$ cat config.mk
export PLATFORM = sky130hd
export DESIGN_NAME = brick_scan_controller_flat
export DESIGN_NICKNAME = d
export VERILOG_FILES = /design/src/rtl/brick_pkg.sv /design/src/rtl/brick_scan_controller_if.sv /design/src/rtl/brick_overlap.sv /design/src/rtl/brick_scan_controller.sv /design/src/flat_wrapper.sv
export SDC_FILE = /design/constraint.sdc
export NUM_CORES = 1
export LEC_CHECK = 0
export ABC_AREA = 1
export BUFFER_PORTS_ARGS = -buffer_cell sky130_fd_sc_hd__buf_2
export CORE_MARGIN = 2
export CORE_UTILIZATION = 40
export DETAILED_ROUTE_END_ITERATION = 8
export PLACE_DENSITY_LB_ADDON = 0.2
export RECOVER_POWER = 100
export SLEW_MARGIN = 10
export SYNTH_ARGS = -nofsm -noshare
export SYNTH_HDL_FRONTEND = slang
export SYNTH_SLANG_ARGS = --single-unit
$ cat constraint.sdc
create_clock -name clk -period 4.42 [get_ports clk]
set_input_delay 0.663 -clock clk [delete_from_list [all_inputs] [get_ports clk]]
set_output_delay 0.663 -clock clk [all_outputs]
set_load 0.03 [all_outputs]
$ cat src/rtl/brick_pkg.sv
// Shared brick definitions: scan FSM state encoding, ball size and the
// brick memory record layout used by both the memory and the scan controller.
package brick_pkg;

  localparam int BALL_SZ = 2;
  localparam int COORD_W = 8;
  localparam int SIZE_W  = 4;

  typedef enum logic [2:0] {
    IDLE,
    ADDR,
    CHECK,
    CLEAR,
    DONE
  } scan_state_t;

  typedef struct packed {
    logic [COORD_W-1:0] x;
    logic [COORD_W-1:0] y;
    logic [SIZE_W-1:0]  w;
    logic [SIZE_W-1:0]  h;
    logic               active;
  } brick_t;

endpackage

$ cat src/rtl/brick_scan_controller_if.sv
// Brick memory port: registered-read address/data plus the active-bit clear strobe.
interface brick_scan_controller_if #(
  parameter int IDX_W = 6
);
  import brick_pkg::*;

  logic [IDX_W-1:0]   brick_index;
  logic               writeEnable;
  logic [COORD_W-1:0] brickX;
  logic [COORD_W-1:0] brickY;
  logic [SIZE_W-1:0]  brickW;
  logic [SIZE_W-1:0]  brickH;
  logic               brickActive;

  modport master (
    output brick_index, writeEnable,
    input  brickX, brickY, brickW, brickH, brickActive
  );

  modport slave (
    input  brick_index, writeEnable,
    output brickX, brickY, brickW, brickH, brickActive
  );

endinterface

$ cat src/rtl/brick_overlap.sv
// Combinational ball/brick rectangle intersection, evaluated at 9 bits so
// right/bottom edges near 255 never wrap.
module brick_overlap #(
  parameter int BALL_SZ = brick_pkg::BALL_SZ
) (
  input  logic [brick_pkg::COORD_W-1:0] ballX,
  input  logic [brick_pkg::COORD_W-1:0] ballY,
  input  logic [brick_pkg::COORD_W-1:0] brickX,
  input  logic [brick_pkg::COORD_W-1:0] brickY,
  input  logic [brick_pkg::SIZE_W-1:0]  brickW,
  input  logic [brick_pkg::SIZE_W-1:0]  brickH,
  output logic                          overlap
);

  localparam logic [8:0] BALL_EXT = 9'(BALL_SZ);

  logic [8:0] brick_right;
  logic [8:0] brick_bottom;
  logic [8:0] ball_right;
  logic [8:0] ball_bottom;

  assign brick_right  = {1'b0, brickX} + {5'b0, brickW};
  assign brick_bottom = {1'b0, brickY} + {5'b0, brickH};
  assign ball_right   = {1'b0, ballX} + BALL_EXT;
  assign ball_bottom  = {1'b0, ballY} + BALL_EXT;

  // A zero-sized brick would otherwise still match a ball one pixel to its left or top.
  assign overlap = (brickW != '0) && (brickH != '0) &&
                   ({1'b0, ballX}  < brick_right) &&
                   ({1'b0, brickX} < ball_right)  &&
                   ({1'b0, ballY}  < brick_bottom) &&
                   ({1'b0, brickY} < ball_bottom);

endmodule

$ cat src/rtl/brick_scan_controller.sv
// Walks the brick memory once per start request, clears the lowest-index
// active brick the ball overlaps, and reports the remaining active count.
module brick_scan_controller #(
  parameter int N_BRICKS = 40,
  parameter int IDX_W    = 6,
  parameter int BALL_SZ  = brick_pkg::BALL_SZ
) (
  input  logic                          clk,
  input  logic                          reset,
  input  logic                          start,
  input  logic [brick_pkg::COORD_W-1:0] ballX,
  input  logic [brick_pkg::COORD_W-1:0] ballY,
  brick_scan_controller_if.master       mem,
  output logic                          busy,
  output logic                          done,
  output logic                          hit,
  output logic [IDX_W-1:0]              hitIndex,
  output logic [IDX_W:0]                bricksLeft,
  output logic                          allClear
);
  import brick_pkg::*;

  localparam logic [IDX_W-1:0] LAST_IDX    = IDX_W'(N_BRICKS - 1);
  localparam logic [IDX_W:0]   RESET_COUNT = (IDX_W + 1)'(N_BRICKS);

  scan_state_t        state;
  scan_state_t        next_state;
  logic [IDX_W-1:0]   scan_idx;
  logic [COORD_W-1:0] ball_x_q;
  logic [COORD_W-1:0] ball_y_q;
  logic [IDX_W:0]     active_cnt;
  logic               overlap;
  logic               is_last;
  logic               take_clear;

  brick_overlap #(
    .BALL_SZ (BALL_SZ)
  ) u_overlap (
    .ballX   (ball_x_q),
    .ballY   (ball_y_q),
    .brickX  (mem.brickX),
    .brickY  (mem.brickY),
    .brickW  (mem.brickW),
    .brickH  (mem.brickH),
    .overlap (overlap)
  );

  assign is_last    = (scan_idx == LAST_IDX);
  assign take_clear = mem.brickActive && overlap && !hit;

  always_ff @(posedge clk or negedge reset) begin
    if (!reset) begin
      state <= IDLE;
    end else begin
      state <= next_state;
    end
  end

  always_comb begin
    next_state = state;
    case (state)
      IDLE:    if (start) next_state = ADDR;
      ADDR:    next_state = CHECK;
      CHECK: begin
        if (take_clear)   next_state = CLEAR;
        else if (is_last) next_state = DONE;
        else              next_state = ADDR;
      end
      CLEAR:   next_state = is_last ? DONE : ADDR;
      DONE:    next_state = IDLE;
      default: next_state = IDLE;
    endcase
  end

  // The clear strobe is decoded from state so a reset drops it without waiting for a clock.
  always_comb begin
    mem.brick_index = scan_idx;
    mem.writeEnable = (state == CLEAR);
    busy            = (state != IDLE);
  end

  always_ff @(posedge clk or negedge reset) begin
    if (!reset) begin
      scan_idx   <= '0;
      ball_x_q   <= '0;
      ball_y_q   <= '0;
      active_cnt <= '0;
      hit        <= 1'b0;
      hitIndex   <= '0;
      done       <= 1'b0;
      bricksLeft <= RESET_COUNT;
      allClear   <= 1'b0;
    end else begin
      done <= 1'b0;
      case (state)
        IDLE: begin
          if (start) begin
            ball_x_q   <= ballX;
            ball_y_q   <= ballY;
            scan_idx   <= '0;
            hit        <= 1'b0;
            active_cnt <= '0;
          end
        end
        CHECK: begin
          // The brick being cleared is deliberately left out of the active count.
          if (!take_clear) begin
            if (mem.brickActive) active_cnt <= active_cnt + 1'b1;
            if (!is_last)        scan_idx   <= scan_idx + 1'b1;
          end
        end
        CLEAR: begin
          hit      <= 1'b1;
          hitIndex <= scan_idx;
          if (!is_last) scan_idx <= scan_idx + 1'b1;
        end
        DONE: begin
          done       <= 1'b1;
          bricksLeft <= active_cnt;
          allClear   <= (active_cnt == '0);
        end
        default: ;
      endcase
    end
  end

endmodule

$ cat src/flat_wrapper.sv
// flat-port wrapper written by rule: the top's interface ports become plain ports
module brick_scan_controller_flat import brick_pkg::*;
#(
  parameter int N_BRICKS = 40,
  parameter int IDX_W    = 6,
  parameter int BALL_SZ  = brick_pkg::BALL_SZ
)
  (clk, reset, start, ballX, ballY, busy, done, hit, hitIndex, bricksLeft, allClear, mem_brick_index, mem_writeEnable, mem_brickX, mem_brickY, mem_brickW, mem_brickH, mem_brickActive);
  brick_scan_controller_if #(.IDX_W(IDX_W)) mem_i ();
  input  logic clk;
  input  logic reset;
  input  logic start;
  input  logic [brick_pkg::COORD_W-1:0] ballX;
  input  logic [brick_pkg::COORD_W-1:0] ballY;
  output logic busy;
  output logic done;
  output logic hit;
  output logic [IDX_W-1:0] hitIndex;
  output logic [IDX_W:0] bricksLeft;
  output logic allClear;
  output wire logic [$bits(mem_i.brick_index)-1:0] mem_brick_index;
  output wire logic [$bits(mem_i.writeEnable)-1:0] mem_writeEnable;
  input wire logic [$bits(mem_i.brickX)-1:0] mem_brickX;
  input wire logic [$bits(mem_i.brickY)-1:0] mem_brickY;
  input wire logic [$bits(mem_i.brickW)-1:0] mem_brickW;
  input wire logic [$bits(mem_i.brickH)-1:0] mem_brickH;
  input wire logic [$bits(mem_i.brickActive)-1:0] mem_brickActive;
  assign mem_brick_index = mem_i.brick_index;
  assign mem_writeEnable = mem_i.writeEnable;
  assign mem_i.brickX = mem_brickX;
  assign mem_i.brickY = mem_brickY;
  assign mem_i.brickW = mem_brickW;
  assign mem_i.brickH = mem_brickH;
  assign mem_i.brickActive = mem_brickActive;
  brick_scan_controller #(.N_BRICKS(N_BRICKS), .IDX_W(IDX_W), .BALL_SZ(BALL_SZ)) u_core (.clk(clk), .reset(reset), .start(start), .ballX(ballX), .ballY(ballY), .mem(mem_i), .busy(busy), .done(done), .hit(hit), .hitIndex(hitIndex), .bricksLeft(bricksLeft), .allClear(allClear));
endmodule
==> results.sh, run 1 <==
export IMPL_yosys_top_cells_count="nand2_1, dfrtp_1, inv_1, ha_1, nor2_1"
export IMPL_first_iter_violations=130
export IMPL_synthArstFlopShare_pct=100
export IMPL_criticalPathCategory="in -> reg"
export IMPL_fin_area_um2=4060
export IMPL_htree_num_levels=2
export IMPL_period_needed_ns=3.27
export IMPL_ir_drop_uv=179
export IMPL_synth_top_area_share_pct=32.3
export IMPL_r2r_start="u_core.ball_x_q[2]$_DFFE_PN0P_"
export IMPL_clock_skew_final_ns=0.00555
export IMPL_start_kind="primary input"
export IMPL_coreArea_um2=8680
export IMPL_die_h_um=98.3
export IMPL_violations="capacitance limit, slew limit"
export IMPL_maxSlewViolCount=49
export IMPL_p_seq_share_pct=46.6
export IMPL_p_leak_nw=2.07
export IMPL_yosys_top_cells_area="dfrtp_1, nand2_1, ha_1"
export IMPL_drcViolationCount=0
export IMPL_status="finished, violations left"
export IMPL_hold_viol=0
export IMPL_internal_power_w=0.000752
export IMPL_grt_first_pass_wirelength_mm=13.6
export IMPL_combPwrFrac_pct=22.3
export IMPL_placement_cell_area_um2=4000
export IMPL_vias=3145
export IMPL_startpoint="mem_brickH[0]"
export IMPL_hpwl_mm=6.36
export IMPL_setup_tns_ns=0
export IMPL_syn_instance_count=460
export IMPL_clockPowerShare_pct=31.2
export IMPL_maxCapViolCount=1
export IMPL_synth_area_leader_cell="dfrtp_1"
export IMPL_yosysSeqAreaShare_pct=33.8
export IMPL_antenna_left=0
export IMPL_syn_num_nets=547
export IMPL_syn_cell_area_um2=3560
export IMPL_dieArea_um2=9670
export IMPL_overflow=0
export IMPL_swShare_pct=29.6
export IMPL_ctsResizeCount=0
export IMPL_fp_dieW_um=98.3
export IMPL_p_switching_w=0.000316
export IMPL_grt_max_degree=49
export IMPL_cts_tree="built"
export IMPL_hold_buffers=0
export IMPL_final_cells=636
export IMPL_critPathRequiredTime_ns=4.66
export IMPL_antenna_found_initial=0
export IMPL_gp_congestion=0.841
export IMPL_numPortBuffers=67
export IMPL_slew_headroom_pct=-69.4
export IMPL_cts_root_buf="clkbuf_8"
export IMPL_hold_class="reg -> reg"
export IMPL_synth_cell_types=35
export IMPL_cts_max_path_buffers=2
export IMPL_power_density_nw_per_um2=263
export IMPL_grt_pass1_vias=3039
export IMPL_diodes=0
export IMPL_place_inst=628
export IMPL_drive_gt1_share_pct=12.5
export IMPL_synth_avg_cell_area_um2=7.74
export IMPL_worst_pin_slew_ns=2.54
export IMPL_synthFlopType="dfrtp_1"
export IMPL_drt_pass1_iter_count=4
export IMPL_wl_per_cell_um=12.4
export IMPL_clkLatencyLatePin_ns=0.30
export IMPL_critPathArrivalTime_ns=3.51
export IMPL_period_share_pct=74.0
export IMPL_synth_most_common_cell="nand2_1"
export IMPL_post_cts_buffers=0
export IMPL_synth_edf_count=0
export IMPL_area_delta_synth_final_pct=14.1
export IMPL_fillers=903
export IMPL_finalWirelength_mm=7.88
export IMPL_clkSlewWorstSetupHoldPaths_ns=0.09
export IMPL_max_freq_mhz=306
export IMPL_ys_seq_elements=48
export IMPL_layout_nets=614
export IMPL_hold_start="u_core.allClear$_DFFE_PN0P_"
export IMPL_rsz0062_at_grt="false"
export IMPL_clock_sinks=48
export IMPL_numCtsBuffers=5
export IMPL_viasPerCell=4.94
export IMPL_start_util_pct=41.0
export IMPL_io_pins=68
export IMPL_crit_fanout=17
export IMPL_yosys_warnings=0
export IMPL_end_kind="flop"
export IMPL_track_usage_pct=16.7
export IMPL_setup_viol_count_final=0
export IMPL_num_rows=34
## through the flow
stage          utilization, %  hold WS (ns)  worst slack [ns]  power (W)
2_1_floorplan               -         0.367              1.44   0.000667
3_3_place_gp             46.1         0.472              1.07   0.000740
3_5_place_dp             46.1         0.468              1.04   0.000748
4_1_cts                  47.5         0.498              1.35    0.00108
5_1_grt                  46.8         0.520             0.773    0.00115
6_report                 46.8         0.496              1.15    0.00107
## registers in the layout, indices dropped and copies added, names as in the netlist
name                    cells
u_core.ball_x_q             8
u_core.active_cnt           7
u_core.allClear             1
u_core.state                3
u_core.done                 1
u_core.hit                  1
u_core.mem.brick_index      6
u_core.hitIndex             6
u_core.ball_y_q             8
u_core.bricksLeft           7
## layout make-up
type	count	area, um2	share of cell area (%)
multi-input cells	352	2100	51.7
inverters	52	195	4.80
clock buffers	6	82.6	2.03
repair buffers	68	307	7.55
clock inverters	2	38.8	0.955
well taps	108	135	3.33
flip-flops and latches	48	1200	29.6
## per-layer routing
| layer | vias to the layer above | GRT usage [%] | routed length, um |
|---|---|---|---|
| met2 | 49 | 28.9 | 3820 |
| met1 | 1460 | 22.3 | 3720 |
| li1 | 1629 | - | - |
| met4 | 0 | 3.16 | 61 |
| met5 | - | 0 | 0 |
| met3 | 7 | 2.51 | 269 |
## path summary, 6_finish.rpt
path	end	slack, ns	cells after the start
min	u_core.allClear$_DFFE_PN0P_	0.50	2
max reg2reg	u_core.active_cnt[2]$_DFFE_PN0P_	1.64	14
max	u_core.active_cnt[2]$_DFFE_PN0P_	1.15	19
max in group asynchronous	u_core.hitIndex[0]$_DFFE_PN0P_	1.84	1
min in group asynchronous	u_core.bricksLeft[1]$_DFFE_PN0P_	1.14	1
min reg2reg	u_core.allClear$_DFFE_PN0P_	0.50	2
## worst max-delay path, stage by stage
cell and delay (ns):
clkbuf_1 0.09, ha_1 0.22, fa_1 0.40, nand3_1 0.09, nand3_1 0.12, nand2_1 0.09
nor2_1 0.05, xnor2_1 0.12, ha_1 0.29, a21o_1 0.16, nand3_1 0.07, nand2_1 0.05
nor2_1 0.12, nand2_1 0.07, nor2_1 0.23, nand3_4 0.24, nand3_1 0.27, nand2_1 0.08
nand2_1 0.07
## logic make-up (layout without fill, tap and decap cells)
| kind of cell | Yosys count | after routing | share of synthesized area (%) |
|---|---|---|---|
| AO/OA/AOI/OAI | 49 | 49 | 7.98 |
| XOR/XNOR | 30 | 30 | 7.38 |
| adder cells (fa/ha/maj) | 43 | 43 | 15.5 |
| buffers and inverters | 60 | 128 | 6.54 |
| flip-flops | 48 | 48 | 33.8 |
| AND/OR/NAND/NOR | 230 | 230 | 28.8 |
## power groups by stage
stage          Sequential [W]  Clock [W]  Combinational [W]
2_1_floorplan        0.000496          0           0.000171
3_3_place_gp         0.000505          0           0.000234
3_5_place_dp         0.000505          0           0.000243
4_1_cts              0.000498   0.000340           0.000244
5_1_grt              0.000503   0.000363           0.000284
6_report             0.000497   0.000333           0.000238
## cells in the final DEF, fill, tap and decap left out, types with 6 or more instances in the layout
cell      Yosys  final
nand2_1     138    138
inv_1        46     49
dfrtp_1      46     46
ha_1         41     41
buf_2         0     41
nor2_1       32     33
clkbuf_1      7     27
nand3_1      21     24
xor2_1       20     20
a21oi_1      18     18
o21ai_0      15     18
nand4_1      16     16
xnor2_1      10     10
clkbuf_8      0      6
No activity file was read; power rests on OpenSTA's default activity.
==> inputs of run 2 (changes only) <==
==> constraint.sdc (replaced) <==
create_clock -name clk -period 3.2 [get_ports clk]
set_input_delay 0.48 -clock clk [delete_from_list [all_inputs] [get_ports clk]]
set_output_delay 0.48 -clock clk [all_outputs]
set_load 0.03 [all_outputs]
==> results.sh, run 2 (same netlist as run 1, synthesis figures left out) <==
export IMPL_ir_drop_uv=219
export IMPL_r2r_start="u_core.ball_x_q[2]$_DFFE_PN0P_"
export IMPL_vias=3148
export IMPL_drcViolationCount=0
export IMPL_maxCapViolCount=1
export IMPL_max_freq_mhz=346
export IMPL_period_share_pct=90.3
export IMPL_p_leak_nw=2.06
export IMPL_period_needed_ns=2.89
export IMPL_die_h_um=98.3
export IMPL_rsz0062_at_grt="false"
export IMPL_numPortBuffers=67
export IMPL_place_inst=628
export IMPL_clock_skew_final_ns=0.00251
export IMPL_rr_worst_depth=14
export IMPL_gp_congestion=0.841
export IMPL_hold_start="ballY[7]"
export IMPL_whs_path_depth=3
export IMPL_hold_viol=0
export IMPL_r2r_end="u_core.active_cnt[1]$_DFFE_PN0P_"
export IMPL_grt_max_degree=49
export IMPL_mostFrequentLayoutCell="nand2_1"
export IMPL_setup_viol_count_final=0
export IMPL_reg2reg_slack_ns=0.60
export IMPL_viasPerCell=4.94
export IMPL_cts_root_buf="clkbuf_8"
export IMPL_wl_per_cell_um=12.4
export IMPL_numCtsBuffers=5
export IMPL_cts_tree="built"
export IMPL_biggestRegsByFlops="u_core.ball_x_q: 8 flops, u_core.ball_y_q: 8 flops"
export IMPL_hpwl_mm=6.29
export IMPL_worst_pin_slew_ns=2.56
export IMPL_fp_dieW_um=98.3
export IMPL_antenna_found_initial=0
export IMPL_drt_pass1_iter_count=4
export IMPL_status="finished, violations left"
export IMPL_area_delta_synth_final_pct=14.1
export IMPL_clkSlewWorstSetupHoldPaths_ns=0.09
export IMPL_htree_num_levels=2
export IMPL_cts_max_path_buffers=2
export IMPL_clkLatencyLatePin_ns=0.30
export IMPL_mostFrequentLayoutCells="nand2_1, inv_1, dfrtp_1"
export IMPL_critPathRequiredTime_ns=3.44
export IMPL_grt_pass1_vias=3080
export IMPL_end_kind="flop"
export IMPL_coreArea_um2=8680
export IMPL_hold_path_endpoint="u_core.ball_y_q[7]$_DFFE_PN0P_"
export IMPL_overflow=0
export IMPL_first_iter_violations=110
export IMPL_drive_gt1_share_pct=13.2
export IMPL_maxSlewViolCount=49
export IMPL_num_rows=34
export IMPL_utilization_pct=46.8
export IMPL_crit_fanout=16
export IMPL_layout_nets=615
export IMPL_violations="capacitance limit, slew limit"
export IMPL_start_kind="primary input"
export IMPL_critPathArrivalTime_ns=3.13
export IMPL_slew_headroom_pct=-70.4
export IMPL_hold_class="in -> reg"
export IMPL_grt_first_pass_wirelength_mm=13.7
export IMPL_diodes=0
export IMPL_io_pins=68
export IMPL_power_density_nw_per_um2=345
export IMPL_criticalPathCategory="in -> reg"
export IMPL_start_util_pct=41.0
export IMPL_finalWirelength_mm=7.88
export IMPL_final_cells=637
export IMPL_clock_sinks=48
export IMPL_dieArea_um2=9670
export IMPL_track_usage_pct=16.9
export IMPL_antenna_left=0
==> run 2: critical path, stage by stage <==
cell      delay (ns)
clkbuf_1        0.09
ha_1            0.22
fa_1            0.40
nand3_1         0.10
nand3_2         0.09
nand2_1         0.07
nor2_1          0.05
xnor2_1         0.17
ha_1            0.27
a21o_1          0.16
nand3_1         0.07
nand2_1         0.05
nor2_1          0.11
nand2_1         0.07
nor2_2          0.17
nand3_4         0.21
nand3_2         0.20
nand2_1         0.08
nand2_1         0.07
==> run 2: worst max path at each step <==
stage                     slack [ns]  cells past startpoint     startpoint                               end
after global routing           0.008                     19  mem_brickY[0]  u_core.active_cnt[2]$_DFFE_PN0P_
after global placement          0.04                     19  mem_brickH[0]  u_core.active_cnt[1]$_DFFE_PN0P_
final                           0.31                     19  mem_brickH[0]  u_core.active_cnt[1]$_DFFE_PN0P_
after CTS                       0.28                     19  mem_brickH[0]  u_core.active_cnt[1]$_DFFE_PN0P_
after floorplan                 0.41                     18  mem_brickH[0]  u_core.active_cnt[0]$_DFFE_PN0P_
after detailed placement       -0.01                     19  mem_brickH[0]  u_core.active_cnt[0]$_DFFE_PN0P_
==> run 2: per-layer routing <==
metal	vias up	GRT usage, %	share of wire, %	wire [um]
li1	1632	-	-	-
met1	1466	23.1	48	3750
met2	44	28.9	48	3790
met3	6	2.43	3.4	266
met4	0	3.16	0.89	70
met5	-	0	0	0
==> run 2: through the flow <==
step	power, W	TNS [ns]	area, um2	worst slack [ns]	hold slack, ns
after global placement	0.00102	0	4000	0.0351	0.473
after global routing	0.00151	0	4060	0.00795	0.369
after CTS	0.00141	0	4100	0.277	0.374
final	0.00140	0	4060	0.309	0.378
after floorplan	0.000922	0	3560	0.406	0.184
after detailed placement	0.00103	-0.0399	4000	-0.0137	0.471
==> run 2: final cells by class <==
| class | count | area, um2 |
|---|---|---|
| clock buffer | 6 | 82.6 |
| fill | 931 | 4620 |
| multi-input combinational | 352 | 2120 |
| sequential | 48 | 1200 |
| clock inverter | 2 | 15.0 |
| inverter | 52 | 195 |
| timing repair buffer | 69 | 313 |
| tap | 108 | 135 |
==> run 2: where the power goes <==
group	internal (W)	switching, W
clock	0.000175	0.000209
sequential	0.000640	0.0000449
combinational	0.000144	0.000188
==> run 2: what timing repair did <==
item | 4_1_cts | 5_1_grt
gates resized for setup | 0 | 0
hold buffers | 0 | 0
setup buffers | 0 | 1
endpoints found under the setup margin | 0 | 3
